`src/rtl/tile_write_arbiter_pkg.sv`:
```
// Shared definitions for the tile write arbiter: FSM state encodings,
// quadrant tile position codes and the tile value width.
package tile_write_arbiter_pkg;

    typedef enum logic {
        ST_IDLE  = 1'b0,
        ST_BURST = 1'b1
    } arb_state_t;

    localparam logic [1:0] POS_TL = 2'b00;
    localparam logic [1:0] POS_BL = 2'b01;
    localparam logic [1:0] POS_TR = 2'b10;
    localparam logic [1:0] POS_BR = 2'b11;

    localparam int TILE_W = 16;

endpackage

```
`src/rtl/tile_write_arbiter_rr_pick.sv`:
```
// Combinational round-robin picker.  Searches the request vector upward
// starting one above the pointer (wrapping modulo N) and returns the first
// requester found.
//   req     in   N      request vector
//   ptr     in   IDX_W  last served requester
//   onehot  out  N      one-hot winner (0 when nothing requests)
//   idx     out  IDX_W  winner index (0 when nothing requests)
//   any     out  1      at least one request present
module tile_write_arbiter_rr_pick
    import tile_write_arbiter_pkg::*;
#(
    parameter int N     = 3,
    parameter int IDX_W = (N > 1) ? $clog2(N) : 1
) (
    input  logic [N-1:0]     req,
    input  logic [IDX_W-1:0] ptr,
    output logic [N-1:0]     onehot,
    output logic [IDX_W-1:0] idx,
    output logic             any
);

    logic [IDX_W-1:0] cand;

    always_comb begin
        onehot = '0;
        idx    = '0;
        any    = 1'b0;
        cand   = '0;
        // i runs 1..N so the pointer itself is visited last.
        for (int i = 1; i <= N; i++) begin
            cand = IDX_W'((int'(ptr) + i) % N);
            if (!any && req[cand]) begin
                any          = 1'b1;
                onehot[cand] = 1'b1;
                idx          = cand;
            end
        end
    end

endmodule

```
`src/rtl/tile_write_arbiter.sv`:
```
// Round-robin burst arbiter for the single quadrant-tile write port of the
// cell array.  A winning source owns the port until it marks a beat as last
// or until BURST_MAX beats have been accepted (forced release with abort).
// New bursts are not started while the life engine is busy.
//   clk          in   1             clock
//   reset        in   1             synchronous, active-high reset
//   req          in   N_REQ         per-source request / beat valid
//   req_pos      in   2*N_REQ       tile position of source i at [2i+1:2i]
//   req_val      in   16*N_REQ      tile value of source i at [16i+15:16i]
//   req_last     in   N_REQ         current beat of source i ends its burst
//   engine_busy  in   1             life engine mid-generation
//   gnt          out  N_REQ         one-hot beat accept (combinational)
//   pos          out  2             registered tile position
//   val          out  16            registered tile value
//   write_enb    out  1             registered array write strobe
//   busy         out  1             registered, burst owned
//   abort        out  1             registered, burst force-released
//
// state    | meaning
// ---------+-----------------------------------------------------------
// ST_IDLE  | no owner; arbitrate among requests when engine is idle
// ST_BURST | owner holds the port; its beats are accepted when req high
module tile_write_arbiter
    import tile_write_arbiter_pkg::*;
#(
    parameter int N_REQ     = 3,
    parameter int BURST_MAX = 8
) (
    input  logic                      clk,
    input  logic                      reset,
    input  logic [N_REQ-1:0]          req,
    input  logic [2*N_REQ-1:0]        req_pos,
    input  logic [TILE_W*N_REQ-1:0]   req_val,
    input  logic [N_REQ-1:0]          req_last,
    input  logic                      engine_busy,
    output logic [N_REQ-1:0]          gnt,
    output logic [1:0]                pos,
    output logic [TILE_W-1:0]         val,
    output logic                      write_enb,
    output logic                      busy,
    output logic                      abort
);

    localparam int IDX_W = $clog2(N_REQ);

    arb_state_t       state, state_next;
    logic [IDX_W-1:0] owner;
    logic [N_REQ-1:0] owner_oh;
    logic [IDX_W-1:0] rr_ptr;
    logic [7:0]       count;
    logic [7:0]       count_inc;

    logic [N_REQ-1:0] pick_onehot;
    logic [IDX_W-1:0] pick_idx;
    logic             pick_any;

    logic             start;
    logic             beat;
    logic             end_burst;
    logic             forced;

    logic [1:0]        pos_arr [N_REQ];
    logic [TILE_W-1:0] val_arr [N_REQ];

    for (genvar g = 0; g < N_REQ; g++) begin : g_unpack
        assign pos_arr[g] = req_pos[2*g +: 2];
        assign val_arr[g] = req_val[TILE_W*g +: TILE_W];
    end

    tile_write_arbiter_rr_pick #(
        .N     (N_REQ),
        .IDX_W (IDX_W)
    ) u_rr_pick (
        .req    (req),
        .ptr    (rr_ptr),
        .onehot (pick_onehot),
        .idx    (pick_idx),
        .any    (pick_any)
    );

    assign count_inc = count + 8'd1;

    always_ff @(posedge clk) begin
        if (reset) begin
            state <= ST_IDLE;
        end else begin
            state <= state_next;
        end
    end

    always_comb begin
        state_next = state;
        start      = 1'b0;
        beat       = 1'b0;
        end_burst  = 1'b0;
        forced     = 1'b0;
        gnt        = '0;
        case (state)
            ST_IDLE: begin
                if (pick_any && !engine_busy) begin
                    start      = 1'b1;
                    state_next = ST_BURST;
                end
            end
            ST_BURST: begin
                beat = req[owner];
                gnt  = owner_oh & req;
                if (beat) begin
                    if (req_last[owner]) begin
                        end_burst  = 1'b1;
                        state_next = ST_IDLE;
                    end else if (count_inc == 8'(BURST_MAX)) begin
                        end_burst  = 1'b1;
                        forced     = 1'b1;
                        state_next = ST_IDLE;
                    end
                end
            end
            default: state_next = ST_IDLE;
        endcase
        // A reset cycle must not look like an accepted beat to the source.
        if (reset) begin
            gnt = '0;
        end
    end

    always_ff @(posedge clk) begin
        if (reset) begin
            owner     <= '0;
            owner_oh  <= '0;
            rr_ptr    <= IDX_W'(N_REQ - 1);
            count     <= '0;
            pos       <= '0;
            val       <= '0;
            write_enb <= 1'b0;
            busy      <= 1'b0;
            abort     <= 1'b0;
        end else begin
            if (start) begin
                owner    <= pick_idx;
                owner_oh <= pick_onehot;
                count    <= '0;
            end else if (beat) begin
                count <= count_inc;
            end
            if (end_burst) begin
                rr_ptr <= owner;
            end
            if (beat) begin
                pos <= pos_arr[owner];
                val <= val_arr[owner];
            end
            write_enb <= beat;
            busy      <= (state_next == ST_BURST);
            abort     <= forced;
        end
    end

endmodule

```
`config.mk`:
```
export PLATFORM = sky130hd
export DESIGN_NAME = tile_write_arbiter
export DESIGN_NICKNAME = d
export VERILOG_FILES = /design/src/rtl/tile_write_arbiter_pkg.sv /design/src/rtl/tile_write_arbiter_rr_pick.sv /design/src/rtl/tile_write_arbiter.sv
export SDC_FILE = /design/constraint.sdc
export NUM_CORES = 1
export LEC_CHECK = 0
export BUFFER_PORTS_ARGS = -buffer_cell sky130_fd_sc_hd__buf_4
export CELL_PAD_IN_SITES_DETAIL_PLACEMENT = 1
export CELL_PAD_IN_SITES_GLOBAL_PLACEMENT = 1
export CORE_MARGIN = 2
export CORE_UTILIZATION = 31
export CTS_BUF_LIST = sky130_fd_sc_hd__clkbuf_4 sky130_fd_sc_hd__clkbuf_8 sky130_fd_sc_hd__clkbuf_16
export DETAILED_ROUTE_END_ITERATION = 16
export GPL_TIMING_DRIVEN = 1
export PLACE_DENSITY = 0.72
export SYNTH_ARGS = -nofsm -noshare
export SYNTH_HDL_FRONTEND = slang
export SYNTH_SLANG_ARGS = --single-unit
```
`constraint.sdc`:
```
create_clock -name clk -period 1.9 [get_ports clk]
set_clock_uncertainty 0.15 [all_clocks]
set_input_delay 0.19 -clock clk [delete_from_list [all_inputs] [get_ports clk]]
set_output_delay 0.19 -clock clk [all_outputs]
set_load 0.1 [all_outputs]
```
==> results.py, run 1 <==
metrics = {
    "sta": {
        "setup_violations": 0,
        "slew_headroom_pct": 62.5,
        "finalCritPeriodShare_pct": 99.8,
        "min_period_ns": 1.90,
        "fmax_mhz": 527,
        "rsz0062_at_grt": "yes",
        "tightest_slew_ns": 0.558,
        "final_max_slew_viol_count": 0,
        "finalHoldViolations": 0,
        "worst_hold_slack_ns": 0.0839,
        "setup_slack_ns": 0.00358,
    },
    "global_routing": {
        "grt_pass1_wl_um": 11300,
        "antenna_found_initial": 0,
        "first_global_vias": 2433,
        "grtUsageTotal_pct": 18.5,
        "grt_overflow": 0,
        "grt_max_degree": 39,
    },
    "critical_path": {
        "worstSetupEndpointType": "register",
        "crit_type": "register to register",
        "cp_max_fo": 5,
        "critPathArrivalTime_ns": 1.93,
        "reg2reg_depth": 7,
        "cp-start-kind": "register",
        "cp.required_ns": 1.93,
    },
    "die": {
        "dieArea_um2": 7810,
        "ioPinCount": 87,
        "start_util_pct": 32.3,
        "rows": 30,
        "die_y_um": 88.4,
        "dieWidth_um": 88.4,
        "coreArea_um2": 6830,
    },
    "synthesis": {
        "synth-seq-area-share_pct": 32.7,
        "netlist_instances": 262,
        "ys.flop_type": "dfxtp_1",
        "yosysUniqueCellTypes": 45,
        "avgSynthCellArea_um2": 8.42,
        "syn_area_um2": 2210,
        "synth_fp_nets": 330,
        "synth_seq_cells": 36,
        "synth_edf_count": 0,
        "yosysWarningCount": 0,
        "ys_async_sr_fraction_pct": 0,
    },
    "clock_network": {
        "clock-sinks": 36,
        "cts_made_buffers": 5,
        "clockBufferDepth": 2,
        "cts_hold_repair.buffers": 0,
        "clockRootBuffer": "clkbuf_8",
        "path_clk_slew_ns": 0.07,
        "clk_latency_ns": 0.29,
        "ctsHtreeMaxLevel": 2,
        "cts_tree": "yes",
    },
    "power": {
        "switchingPower_uw": 876,
        "clockPowerShare_pct": 26.6,
        "power_switching_share_pct": 37.3,
        "p_per_area_nw_per_um2": 709,
        "power_leakage_nw": 1.39,
        "combPwrFrac_pct": 37.4,
        "max-vdd-ir-drop_mv": 0.314,
        "intPower_mw": 1.47,
        "seqPwrFrac_pct": 36.0,
    },
    "status": {
        "status": "complete, no violations",
    },
    "drt": {
        "vias_per_cell": 4.93,
        "drtPass1Iterations": 4,
        "wl_um": 6690,
        "drt_iter0_drc": 60,
        "wl_per_cell_um": 14.5,
        "remaining_drc_errors": 0,
        "vias": 2276,
        "ant_nets": 0,
    },
    "placement": {
        "globalplace.congestion": 0.765,
        "post-place-cells": 449,
        "port_buffers": 86,
        "placed_cell_area_um2": 3070,
        "hpwl_um": 5170,
        "dp_slack_ns": -0.170,
    },
    "hold_path": {
        "hp-class": "input port to register",
        "hold_depth": 3,
    },
    "run": {
        "maxCapViolCount": 0,
    },
    "cells_and_area": {
        "nNetsFinal": 433,
        "layout_commonest_cell": "buf_4",
        "layout_common_cells": "113 x buf_4, 54 x nor2_1, 32 x dfxtp_1",
        "drive_gt1_share_pct": 43.4,
        "fin_area_um2": 3320,
        "nFillCells": 843,
        "antenna_cells": 0,
        "finalNonFillerCells": 462,
        "syn2layout_area_growth_pct": 50.4,
    },
}
[worst paths after layout]
check               from           to  slack, ns
max            rr_ptr[1]  owner_oh[0]      0.004
max reg2reg    rr_ptr[1]  owner_oh[0]      0.004
min reg2reg  owner_oh[2]  owner_oh[2]       0.33
min          req_val[30]      val[14]       0.08
[sequential cells by signal, summed over array words and instances, names as in the netlist]
name / count
pos: 2
write_enb: 1
count: 8
owner_oh: 3
owner: 2
val: 16
busy: 1
abort: 1
rr_ptr: 2
[routing by layer]
layer  track usage, %  vias up  share of wire, %
met1             22.7     1061                43
li1                 -     1138                 -
met3             5.50        8               6.7
met4             4.96        0               1.1
met5                0        -                 0
met2             31.7       69                50
[cell usage after synthesis (2+ instances only)]
library cell / n / share of area [%]
nor2b_1: 3 / 0.85
and3_1: 4 / 1.1
buf_2: 6 / 1.4
and2_1: 3 / 0.85
mux2_2: 3 / 1.5
nand2_1: 5 / 0.85
xor2_1: 6 / 2.4
nand3b_1: 2 / 0.68
nand4_1: 5 / 1.4
a21boi_0: 3 / 1.0
dfxtp_1: 36 / 33
nor2_1: 54 / 9.2
a22o_1: 2 / 0.79
mux2i_1: 24 / 11
o211ai_1: 2 / 0.68
o21ai_0: 3 / 0.68
ha_1: 5 / 2.8
a21oi_1: 24 / 5.4
a32o_1: 3 / 1.4
buf_6: 4 / 2.0
a211oi_2: 10 / 5.7
nand2b_1: 4 / 1.1
a211oi_1: 9 / 3.1
inv_1: 8 / 1.4
o2bb2ai_1: 3 / 1.2
nand3_1: 5 / 1.1
clkbuf_1: 8 / 1.4
[kinds of logic after synthesis]
kind of cell,Yosys count,share of synthesized area [%]
xor+xnor,7,2.78
fa+ha+maj,5,2.84
simple gates,91,19.2
mux,27,12.4
flops,36,32.7
compound gates,69,23.7
buf+inv,27,6.35
[critical path: stages, from the launching register on]
cell,delay (ns)
dfxtp_4,0.37
inv_4,0.07
ha_4,0.15
buf_4,0.11
mux2_2,0.34
a211oi_1,0.26
nor2_1,0.09
a32o_1,0.25
[stage by stage]
| stage | setup TNS [ns] | power, mW | utilization (%) |
|---|---|---|---|
| floorplan | 0 | 1.44 | - |
| global placement | -0.853 | 1.69 | 45.0 |
| detailed placement | -1.79 | 1.71 | 45.0 |
| CTS | 0 | 2.37 | 47.6 |
| global route | -0.0426 | 2.49 | 48.6 |
| finish | 0 | 2.35 | 48.6 |
[what timing repair did]
| item | in CTS | in global routing |
|---|---|---|
| setup buffers | 4 | 1 |
| pin swaps | 4 | 13 |
| cloned | 0 | 0 |
| gates resized for setup | 12 | 16 |
| endpoints found under the setup margin | 17 | 16 |
[power by group through the flow]
| stage | sequential [mW] | combinational [mW] | clock [mW] |
|---|---|---|---|
| floorplan | 1.14 | 0.306 | 0 |
| global placement | 0.861 | 0.833 | 0 |
| detailed placement | 0.863 | 0.846 | 0 |
| CTS | 0.848 | 0.866 | 0.652 |
| global route | 0.856 | 0.943 | 0.687 |
| finish | 0.847 | 0.879 | 0.625 |
[final cells by class]
cell class,instances,area (µm²),share of cell area (%)
Multi-Input combinational cell,199,1440,43.5
Sequential cell,36,733,22.1
Tap cell,96,120,3.62
Inverter,8,35.0,1.06
Timing Repair Buffer,115,880,26.5
Clock inverter,1,5.00,0.151
Clock buffer,7,101,3.06
(Power assumes the default switching activity.)
==> inputs of run 2 (changes only) <==
--- a/config.mk
+++ b/config.mk
@@ -8,7 +8,7 @@
 export BUFFER_PORTS_ARGS = -buffer_cell sky130_fd_sc_hd__buf_4
 export CELL_PAD_IN_SITES_DETAIL_PLACEMENT = 1
 export CELL_PAD_IN_SITES_GLOBAL_PLACEMENT = 1
-export CORE_MARGIN = 2
+export CORE_MARGIN = 8
 export CORE_UTILIZATION = 31
 export CTS_BUF_LIST = sky130_fd_sc_hd__clkbuf_4 sky130_fd_sc_hd__clkbuf_8 sky130_fd_sc_hd__clkbuf_16
 export DETAILED_ROUTE_END_ITERATION = 16
@@ -17,3 +17,4 @@
 export SYNTH_ARGS = -nofsm -noshare
 export SYNTH_HDL_FRONTEND = slang
 export SYNTH_SLANG_ARGS = --single-unit
+export TNS_END_PERCENT = 50
==> run 2 against run 1 <==
  * Design area decreased by 1.4%
  * Cell count decreased by 1.3%
  * Hold slack got worse by 0.013 ns
  * Critical path depth is 1 higher
  * Count of clock-buffer cells in the layout is 1 higher
  * Total power decreased by 1.3%
  * Combinational power down 0.7%
  * Critical endpoint is now owner[0]
  * Largest cell class unchanged
==> results.py, run 2 (synthesized netlist as in run 1, its figures left out) <==
metrics = {
    "critical_path": {
        "critPathArrivalTime_ns": 1.98,
        "reg2reg_slack_ns": 0.004,
        "cp.required_ns": 1.98,
        "slowest_stage": "dfxtp_4",
        "r2r_end": "owner[0]",
        "max_stage_delay_ns": 0.38,
        "rr_startpoint": "rr_ptr[1]",
        "cp_max_fo": 5,
        "reg2reg_depth": 8,
        "crit_chain": "inv_2 > ha_4 > a22o_1 > a211o_1 > nand2_2 > buf_6 > a21o_4 > a22o_1",
        "crit_top_cell": "a22o_1",
        "crit_type": "register to register",
        "cp-start-kind": "register",
        "worstSetupEndpointType": "register",
    },
    "hold_path": {
        "hp-start": "reset",
        "hold_depth": 3,
        "hold_path_end": "rr_ptr[1]",
        "hp-class": "input port to register",
    },
    "cells_and_area": {
        "nFillCells": 843,
        "register_area_um2": 732,
        "top_regs": "val (16), count (8), owner_oh (3)",
        "drive_gt1_share_pct": 43.6,
        "largest_reg_flops": 16,
        "nNetsFinal": 427,
        "syn2layout_area_growth_pct": 48.3,
        "multiInputGateArea_um2": 1460,
        "layout_common_cells": "107 x buf_4, 53 x nor2_1, 33 x dfxtp_1",
        "regMostFlops": "val",
        "antenna_cells": 0,
        "layout_commonest_cell": "buf_4",
    },
    "sta": {
        "fmax_mhz": 527,
        "setup_violations": 0,
        "finalHoldViolations": 0,
        "slew_headroom_pct": 59.2,
        "final_max_slew_viol_count": 0,
        "setup_slack_ns": 0.00368,
        "rsz0062_at_grt": "yes",
        "finalCritPeriodShare_pct": 99.8,
        "tightest_slew_ns": 0.607,
        "min_period_ns": 1.90,
    },
    "clock_network": {
        "postCtsSetupBuffers": 0,
        "cts_tree": "yes",
        "ctsHtreeMaxLevel": 2,
        "clockBufferDepth": 2,
        "clock-sinks": 36,
        "clockRootBuffer": "clkbuf_8",
        "path_clk_slew_ns": 0.07,
        "clk_latency_ns": 0.29,
        "cts_made_buffers": 5,
    },
    "die": {
        "rows": 30,
        "dieWidth_um": 100,
        "start_util_pct": 32.3,
        "die_y_um": 100,
        "ioPinCount": 87,
        "dieArea_um2": 10100,
        "coreArea_um2": 6830,
    },
    "drt": {
        "wl_um": 7250,
        "remaining_drc_errors": 0,
        "vias": 2266,
        "drtPass1Iterations": 4,
        "wl_per_cell_um": 15.9,
        "vias_per_cell": 4.97,
        "drt_iter0_drc": 73,
        "ant_nets": 0,
    },
    "power": {
        "power_leakage_nw": 1.36,
        "power_mw": 2.32,
        "p_per_area_nw_per_um2": 709,
        "max-vdd-ir-drop_mv": 0.256,
    },
    "global_routing": {
        "grtUsageTotal_pct": 14.3,
        "grt_pass1_wl_um": 11700,
        "antenna_found_initial": 0,
        "grt_max_degree": 39,
        "grt_overflow": 0,
        "first_global_vias": 2458,
    },
    "placement": {
        "hpwl_um": 5670,
        "port_buffers": 86,
        "dp_slack_ns": -0.170,
        "globalplace.congestion": 0.773,
    },
    "status": {
        "status": "complete, no violations",
    },
    "run": {
        "maxCapViolCount": 0,
    },
}
-- run 2: changes by cell type in the layout (fill, tap and decap cells not counted), sizes merged --
cell    previous run  this run
buf              115       109
clkinv             1         0
clkbuf             7         8
-- run 2: layout make-up --
| cell class | count | area share, % |
|---|---|---|
| inverters | 8 | 0.918 |
| multi-input cells | 199 | 44.5 |
| clock buffers | 8 | 2.98 |
| flip-flops and latches | 36 | 22.4 |
| repair buffers | 109 | 25.5 |
| well taps | 96 | 3.67 |
-- run 2: layer usage --
| metal | global-route usage, % | vias up | wire length (µm) |
|---|---|---|---|
| met1 | 16.4 | 1066 | 3130 |
| met4 | 3.72 | 0 | 87 |
| met2 | 23.5 | 67 | 3400 |
| li1 | - | 1125 | - |
| met5 | 0 | - | 0 |
| met3 | 6.44 | 8 | 628 |
-- run 2: worst max path at each step --
stage          slack (ns)       from          end  cells past startpoint
2_1_floorplan       -0.04  rr_ptr[0]  owner_oh[0]                      8
3_3_place_gp        -0.12  rr_ptr[0]  owner_oh[0]                      7
3_5_place_dp        -0.17  rr_ptr[0]     count[5]                      7
4_1_cts             -0.08  rr_ptr[0]  owner_oh[0]                      7
5_1_grt             -0.07  rr_ptr[1]     owner[0]                      8
6_report            0.004  rr_ptr[1]     owner[0]                      8
-- run 2: power breakdown --
group	total [mW]	internal [mW]	switching (mW)
clock	0.600	0.325	0.275
combinational	0.873	0.308	0.565
sequential	0.846	0.805	0.0411
-- run 2: per-stage QoR --
stage	area, µm²	hold slack (ns)	TNS (ns)	util, %	std cells
finish	3270	0.0707	0	47.9	456
global route	3270	0.0922	-0.289	47.9	456
CTS	3180	0.0696	-0.117	46.6	456
detailed placement	3070	0.308	-2.16	44.9	448
global placement	3070	0.300	-0.911	44.9	448
floorplan	2220	0.262	-0.101	-	262
-- run 2: timing repair --
item                                    4_1_cts  5_1_grt
hold buffers                                  0        0
pin swaps                                     2        9
gates resized for setup                       8       22
endpoints found under the setup margin       14       19
-- run 2: worst max-delay path: cells and delay by family, from the launching register on --
kind                     cells  cell delay (ns)
AO/OA/AOI/OAI                4             0.84
flip-flops                   1             0.38
adder cells (fa/ha/maj)      1             0.17
AND/OR/NAND/NOR              1             0.12
buffers and inverters        2             0.18
